[config.mk]
export PLATFORM = sky130hd
export DESIGN_NAME = instr_fetch
export DESIGN_NICKNAME = d
export VERILOG_FILES = /design/src/rtl/instr_fetch.sv
export SDC_FILE = /design/constraint.sdc
export NUM_CORES = 1
export LEC_CHECK = 0
export CORE_ASPECT_RATIO = 0.75
export CORE_MARGIN = 2
export CORE_UTILIZATION = 45
export DETAILED_ROUTE_END_ITERATION = 6
export PLACE_DENSITY = 0.84
export RECOVER_POWER = 25
export SYNTH_ARGS = -nofsm -noshare
export SYNTH_HDL_FRONTEND = slang
export SYNTH_SLANG_ARGS = --single-unit
[constraint.sdc]
create_clock -name clk -period 1.94 [get_ports clk]
set_input_delay 0.194 -clock clk [delete_from_list [all_inputs] [get_ports clk]]
set_output_delay 0.194 -clock clk [all_outputs]
set_load 0.01 [all_outputs]
[src/rtl/instr_fetch.sv]
// Instruction fetch unit: single-outstanding word fetch into a small FIFO with a valid/ready decode port.
// Define IFETCH_BYPASS_EN to forward a returning word straight to decode when the FIFO is empty.
module instr_fetch #(
    parameter logic [31:0] PC_RESET = 32'h0000_0000,
    parameter int          DEPTH    = 2
) (
    input  logic        clk,
    input  logic        reset_n,
    output logic        imem_req,
    output logic [31:0] imem_addr,
    input  logic        imem_gnt,
    input  logic        imem_rvalid,
    input  logic [31:0] imem_rdata,
    output logic        instr_valid,
    input  logic        instr_ready,
    output logic [31:0] instr,
    output logic [31:0] instr_pc,
    output logic [5:0]  opcode,
    input  logic        redirect,
    input  logic [31:0] redirect_pc
);

    localparam int CW = $clog2(DEPTH + 1);
    localparam int PW = $clog2(DEPTH);
    localparam logic [CW-1:0] DEPTH_C = CW'(DEPTH);
    localparam logic [PW-1:0] LAST_C  = PW'(DEPTH - 1);

    typedef enum logic [2:0] {
        IDLE,
        REQ,
        WAIT,
        HOLD,
        DROP
    } state_t;

    state_t        state_reg, state_next;
    logic [31:0]   fetch_pc_reg, fetch_pc_next;
    logic [31:0]   req_pc_reg, req_pc_next;
    logic          imem_req_reg;

    logic [31:0]   fifo_instr [DEPTH];
    logic [31:0]   fifo_pc    [DEPTH];
    logic [PW-1:0] wr_ptr_reg, rd_ptr_reg;
    logic [CW-1:0] count_reg, count_next;

    logic          fifo_empty;
    logic          push;
    logic          pop;
    logic          bypass;
    logic          unused_redirect_lsb;

    assign unused_redirect_lsb = ^redirect_pc[1:0];

    function automatic logic [PW-1:0] ptr_inc(input logic [PW-1:0] p);
        return (p == LAST_C) ? '0 : p + PW'(1);
    endfunction

    assign fifo_empty = (count_reg == '0);

`ifdef IFETCH_BYPASS_EN
    assign bypass = fifo_empty && (state_reg == WAIT) && imem_rvalid && !redirect;
`else
    assign bypass = 1'b0;
`endif

    // A bypassed word taken by decode this cycle never occupies a slot.
    assign pop  = !fifo_empty && instr_ready;
    assign push = (state_reg == WAIT) && imem_rvalid && !redirect && !(bypass && instr_ready);

    always_comb begin
        count_next = count_reg;
        if (redirect) begin
            count_next = '0;
        end else begin
            case ({push, pop})
                2'b10:   count_next = count_reg + CW'(1);
                2'b01:   count_next = count_reg - CW'(1);
                default: count_next = count_reg;
            endcase
        end
    end

    always_comb begin
        state_next    = state_reg;
        fetch_pc_next = fetch_pc_reg;
        req_pc_next   = req_pc_reg;
        case (state_reg)
            IDLE: state_next = REQ;
            REQ: begin
                if (imem_gnt) begin
                    state_next    = WAIT;
                    req_pc_next   = fetch_pc_reg;
                    fetch_pc_next = fetch_pc_reg + 32'd4;
                end
            end
            WAIT: begin
                if (imem_rvalid) begin
                    state_next = (count_next < DEPTH_C) ? REQ : HOLD;
                end
            end
            HOLD: begin
                if (count_next < DEPTH_C) begin
                    state_next = REQ;
                end
            end
            DROP: begin
                if (imem_rvalid) begin
                    state_next = REQ;
                end
            end
            default: state_next = IDLE;
        endcase

        // Redirect wins; an already-granted request still owes a response that must be dropped.
        if (redirect) begin
            fetch_pc_next = {redirect_pc[31:2], 2'b00};
            case (state_reg)
                REQ:        state_next = imem_gnt ? DROP : REQ;
                WAIT, DROP: state_next = imem_rvalid ? REQ : DROP;
                default:    state_next = REQ;
            endcase
        end
    end

    always_ff @(posedge clk or negedge reset_n) begin
        if (!reset_n) begin
            state_reg    <= IDLE;
            fetch_pc_reg <= PC_RESET;
            req_pc_reg   <= '0;
            imem_req_reg <= 1'b0;
            count_reg    <= '0;
            wr_ptr_reg   <= '0;
            rd_ptr_reg   <= '0;
        end else begin
            state_reg    <= state_next;
            fetch_pc_reg <= fetch_pc_next;
            req_pc_reg   <= req_pc_next;
            imem_req_reg <= (state_next == REQ);
            count_reg    <= count_next;
            if (redirect) begin
                wr_ptr_reg <= '0;
                rd_ptr_reg <= '0;
            end else begin
                if (push) begin
                    wr_ptr_reg <= ptr_inc(wr_ptr_reg);
                end
                if (pop) begin
                    rd_ptr_reg <= ptr_inc(rd_ptr_reg);
                end
            end
        end
    end

    always_ff @(posedge clk or negedge reset_n) begin
        if (!reset_n) begin
            for (int i = 0; i < DEPTH; i++) begin
                fifo_instr[i] <= '0;
                fifo_pc[i]    <= '0;
            end
        end else if (push) begin
            fifo_instr[wr_ptr_reg] <= imem_rdata;
            fifo_pc[wr_ptr_reg]    <= req_pc_reg;
        end
    end

    always_comb begin
        instr_valid = !fifo_empty;
        instr       = fifo_instr[rd_ptr_reg];
        instr_pc    = fifo_pc[rd_ptr_reg];
        if (bypass) begin
            instr_valid = 1'b1;
            instr       = imem_rdata;
            instr_pc    = req_pc_reg;
        end
    end

    assign opcode    = instr[31:26];
    assign imem_req  = imem_req_reg;
    assign imem_addr = fetch_pc_reg;

endmodule
==> flow_summary.toml, run 1 <==
[run_status]
status = "completed"

[critical_path]
cp_max_fo = 8
critPathTopFamily = "flip-flops"
crit_chain = "buf_12 -> mux2_2 -> dlygate4sd2_1"
critPathRequiredTime_ps = 1750
crit-reg2reg-launch = "imem_addr[19]"
crit_buf_inv = 2
r2r_slack_ps = 100
max_stage_delay_ps = 460
r2r-end = "imem_addr[27]"
critPathSlowestCell = "dfrtp_2"
cp.arrival_ps = 1680
crit_path_start_kind = "flop"
cp.depth = 3
crit_path_start = "rd_ptr_reg"
rr_worst_depth = 5
crit_end = "instr[27]"
cp-end-kind = "output pin"
critPathKind = "flop to output pin"

[logic_synthesis]
ys_seq_area_share_pct = 54.8
ys_ff_latch = 192
syn_inst = 709
yosys_warnings = 0
netlist_area_sq_um = 8760
yosysTopAreaCell = "dfrtp_1"
synth_top_area_share_pct = 54.8
syn-mean-instance-area_sq_um = 12.4
synth_cell_types = 44
synth_area_leaders = "dfrtp_1 (55%), mux2_2 (24%), nand2_1 (4.5%)"

[final_layout]
largest_reg_flops = 64
final_common_cell = "dfrtp_1"
final_util_pct = 60.4
antenna_cells = 0
top_register = "fifo_instr"
drive_gt1_share_pct = 38.4
fin_area_sq_um = 11600
reg_top3 = "fifo_instr (64), fifo_pc (60)"
layout_common_cells = "dfrtp_1 (190), mux2_2 (181), nand2_1 (104)"
layout.nets = 992
syn_to_final_growth_pct = 32.4

[die]
core-area_sq_um = 19200
io_pins = 174
design.die.area_sq_um = 20600
start_util_pct = 45.6
die_w_microns = 165
std_cell_rows = 44
die_h_microns = 125

[routing]
ant_nets = 0
wl_per_cell_microns = 17.9
dr.pass1.iters = 4
num_vias = 6249
viasPerCell = 5.27
first_iter_violations = 384
drc = 0
wl_mm = 21.2

[power_and_ir_drop]
p_total_mw = 12.6
pwr_density_cell_nw_per_um2 = 1080
p_clk_share_pct = 29.0
combPwrFrac_pct = 27.7
power.leakage_nw = 5.59
p_seq_share_pct = 43.3
peakVddDrop_mv = 0.541
internal-power_mw = 8.85
p_sw_share_pct = 29.6
switchingPower_mw = 3.73

[sta]
clock.fmax_mhz = 532
setup_viol = 0
hold_viol = 0
slew_headroom_pct = 38.0
grt_setup_unrepaired = "no"
tightest_slew_ps = 929
fin_skew_ps = 6.74
drv_slew = 0
period_share_pct = 96.8
setup_ws_ps = 61.2
finalCriticalPeriod_ps = 1880

[global_routing]
gr-total-overflow = 0
grt_max_degree = 64
antenna_found_initial = 0
grt_pass1_wl_mm = 33.8
grt_util_all_layers_pct = 21.2
grt_pass1_vias = 6444

[place]
port_buffers = 167
dp_hpwl_mm = 13.9
finalWeightedCongestion = 0.822
post-place-ws_ps = -187
placed_cell_area_sq_um = 11000

[clock_network]
cts_tree = "built"
cts_root_buf = "clkbuf_16"
clock_path_buffers = 2
clock-sinks = 192
clk_latency_ps = 430
cts_inserted_buffers = 17
htree_levels = 4
clk_pin_slew_ps = 70

[run]
max-cap-violations = 0

[hold_path]
worstHoldPathCells = 3
min_path_type = "primary input to flop"
## cell usage after synthesis, drive strengths merged
library cell,n
dfrtp,192
mux2,186
nand2,105
buf,33
nor2,23
o21ai,20
a31oi,17
clkbuf,16
nand4,14
or4,13
nand3,11
o31ai,11
inv,9
xor2,9
xnor2,6
or3,5
and2,4
and3,4
and4,4
nor3,4
ha,3
o31a,3
a21oi,2
and4bb,2
nand2b,2
o211ai,2
conb,1
mux2i,1
nor4,1
o21a,1
o221a,1
o22ai,1
o311a,1
o32ai,1
or2,1
## routing by layer
layer / global-route usage (%) / share of wire [%] / vias up
met2: 32.5 / 46 / 180
met3: 4.63 / 5.9 / 22
met1: 30.4 / 47 / 3130
met5: 0 / 0 / -
li1: - / - / 2917
met4: 6.34 / 1.4 / 0
## kinds of logic after synthesis
kind of cell	synth area share [%]
and+or+nand+nor	10.9
AOI/OAI and AO/OA	4.38
xor gates and xnor gates	1.50
DFF	54.8
buffers and inverters	3.87
muxes	24.0
adders and majority gates	0.428
other	0.0428
## how the worst min path moves through the flow
stage                         start             to  slack (ps)
global route        redirect_pc[25]  imem_addr[25]         300
CTS                         reset_n    fifo_pc[27]         220
detailed placement          reset_n    fifo_pc[27]         130
finish              redirect_pc[25]  imem_addr[25]         320
floorplan                   reset_n   count_reg[0]        -100
global placement            reset_n    fifo_pc[27]         120
## power groups by stage
| stage | registers, mW | logic (mW) | clock network [mW] |
|---|---|---|---|
| finish | 5.45 | 3.49 | 3.65 |
| global route | 5.57 | 3.82 | 3.90 |
| CTS | 5.44 | 3.60 | 3.72 |
| detailed placement | 5.51 | 3.84 | 0 |
| global placement | 5.46 | 3.75 | 0 |
| floorplan | 5.39 | 2.01 | 0 |
## area by class of cell
class                           count  area [sq um]
Fill cell                        1519          7610
Clock buffer                       21           460
Clock inverter                     11           153
Tap cell                          253           317
Inverter                            9          33.8
Multi-Input combinational cell    462          3680
Sequential cell                   192          4810
Timing Repair Buffer              237          2150
## per-stage QoR
step | std cells | setup TNS [ps] | hold WS [ps]
after floorplan | 712 | 0 | -102
after global placement | 1134 | -10190 | 124
after detailed placement | 1134 | -15180 | 127
after CTS | 1187 | -3690 | 225
after global routing | 1185 | 0 | 299
final | 1185 | 0 | 315
## worst min-delay path, stage by stage
cell and delay, ps:
clkdlybuf4s50_1 390, nor2_1 80, a31oi_1 40
## timing repair
item / CTS / global route
gates resized for setup: 179 / 80
setup endpoints to repair: 68 / 63
endpoints found under the hold margin: 34 / 0
cloned: 3 / 1
pin swaps: 0 / 2
buffers inserted: 18 / 1
hold buffers: 1 / 0
Note: power is estimated with default switching activity, not from simulation.
==> run 2: changes to the inputs <==
CORE_MARGIN = 10   (was 2)
==> flow_summary.toml, run 2 (same netlist as run 1, synthesis figures left out) <==
[power_and_ir_drop]
power.leakage_nw = 5.75
pwr_density_cell_nw_per_um2 = 1060
peakVddDrop_mv = 0.569

[global_routing]
grt_pass1_wl_mm = 37.4
antenna_found_initial = 0
grt_pass1_vias = 6769
gr-total-overflow = 0
grt_util_all_layers_pct = 18.1
grt_max_degree = 54

[final_layout]
drive_gt1_share_pct = 39.9
final_common_cell = "dfrtp_1"
top_register = "fifo_instr"
layout_common_cells = "dfrtp_1 (191), mux2_2 (179), nand2_1 (104)"
antenna_cells = 0
fin_area_sq_um = 11700
fillers = 1553
syn_to_final_growth_pct = 33.5
final_cell_count_no_fill = 1202
largest_reg_flops = 64
reg_top3 = "fifo_instr (64), fifo_pc (60)"
layout.nets = 1012

[routing]
num_vias = 6357
first_iter_violations = 441
wl_per_cell_microns = 19.1
viasPerCell = 5.29
dr.pass1.iters = 5
drc = 0
wl_mm = 22.9
ant_nets = 0

[sta]
slew_headroom_pct = 6.59
period_share_pct = 99.8
grt_setup_unrepaired = "yes"
final.setup.tns_ps = 0
clock.fmax_mhz = 517
fin_skew_ps = 10.4
drv_slew = 0
finalCriticalPeriod_ps = 1940
hold_viol = 0
setup_viol = 0
fin_hold_ws_ps = 328
tightest_slew_ps = 1400

[die]
io_pins = 174
core-area_sq_um = 19300
std_cell_rows = 44
die_w_microns = 181
die_h_microns = 141
start_util_pct = 45.5
design.die.area_sq_um = 25500

[critical_path]
critPathKind = "flop to output pin"
critPathRequiredTime_ps = 1750
critPathTopFamily = "buffers and inverters"
crit_chain = "buf_4 -> buf_12 -> buf_6 -> mux2_2 -> buf_2"
cp.arrival_ps = 1740
crit_path_start_kind = "flop"
cp_max_fo = 8
max_stage_delay_ps = 440
cp-end-kind = "output pin"
critPathSlowestCell = "dfrtp_2"
crit_buf_inv = 4

[clock_network]
htree_levels = 4
cts_inserted_buffers = 17
clk_pin_slew_ps = 70
clk_latency_ps = 420
clock_path_buffers = 2
cts_root_buf = "clkbuf_16"
clock-sinks = 192
cts_tree = "built"

[place]
dp_hpwl_mm = 16.0
port_buffers = 167
placed_cell_area_sq_um = 11100
finalWeightedCongestion = 0.803
placed_cells = 1149

[run]
max-cap-violations = 0

[hold_path]
min_path_type = "primary input to flop"

[run_status]
status = "completed"
## run 2: changes by cell type in the layout (fill, tap and decap cells not counted), moves of 2 or more
cell	previous run	this run
buf_6	18	8
clkbuf_2	23	32
buf_4	50	69
mux2_4	2	4
buf_12	8	12
dlymetal6s2s_1	0	6
clkbuf_8	2	0
clkdlybuf4s15_1	5	3
dlygate4sd2_1	6	1
mux2_2	181	179
## run 2: metal layers
| metal | part of all wire, % | vias to the layer above | track usage (%) |
|---|---|---|---|
| met2 | 47 | 192 | 28.3 |
| li1 | - | 2955 | - |
| met5 | 0 | - | 0 |
| met1 | 45 | 3195 | 24.8 |
| met3 | 6.8 | 15 | 4.86 |
| met4 | 0.84 | 0 | 3.59 |
## run 2: final timing paths
path,from,end,slack [ps],cells past startpoint
max in group asynchronous,reset_n,req_pc_reg[3],270,3
worst max-delay path,rd_ptr_reg,instr_pc[9],5,5
worst min-delay path,redirect_pc[24],imem_addr[24],330,3
worst min register to register,fifo_instr[44],fifo_instr[44],480,1
worst max register to register,state_reg[2],imem_req,50,8
min in group asynchronous,reset_n,imem_addr[28],640,2
## run 2: final cells by class
| class | count | area [sq um] | share of cell area [%] |
|---|---|---|---|
| Sequential cell | 192 | 4810 | 41.1 |
| Timing Repair Buffer | 257 | 2280 | 19.5 |
| Clock buffer | 18 | 429 | 3.67 |
| Clock inverter | 11 | 134 | 1.14 |
| Multi-Input combinational cell | 462 | 3700 | 31.6 |
| Tap cell | 253 | 317 | 2.71 |
| Inverter | 9 | 33.8 | 0.289 |
## run 2: through the flow
step | setup slack, ps | utilization, % | power [mW]
after floorplan | 55.3 | - | 7.39
after global placement | -184 | 57.4 | 9.33
after detailed placement | -199 | 57.4 | 9.49
after CTS | -175 | 60.7 | 12.6
after global routing | -64.0 | 60.7 | 13.2
final | 4.54 | 60.7 | 12.4
## run 2: report_power, final
group	internal [mW]	switching [mW]	total, mW
Combinational	1.86	1.68	3.55
Sequential	4.89	0.579	5.47
Clock	1.90	1.52	3.42
Total	8.66	3.79	12.4
## run 2: worst reg2reg max path, stage by stage (launching register included)
cell,delay (ps)
dfrtp_1,400
and4bb_2,300
and2_2,160
inv_2,50
ha_2,170
xnor2_1,120
nor2_1,200
xnor2_2,130
o221a_2,240
## run 2: repair_timing
action,in CTS,in global routing
pin swaps,0,3
hold buffers,1,0
buffers inserted,13,9
resized for setup,158,88
setup endpoints to repair,70,70
endpoints found under the hold margin,49,0
gates cloned,2,1
==> run 3: changes to the inputs <==
SLEW_MARGIN = 20   (was default)
==> results of run 3 <==
No change in the layout: final DEF, timing and power equal those of run 2.
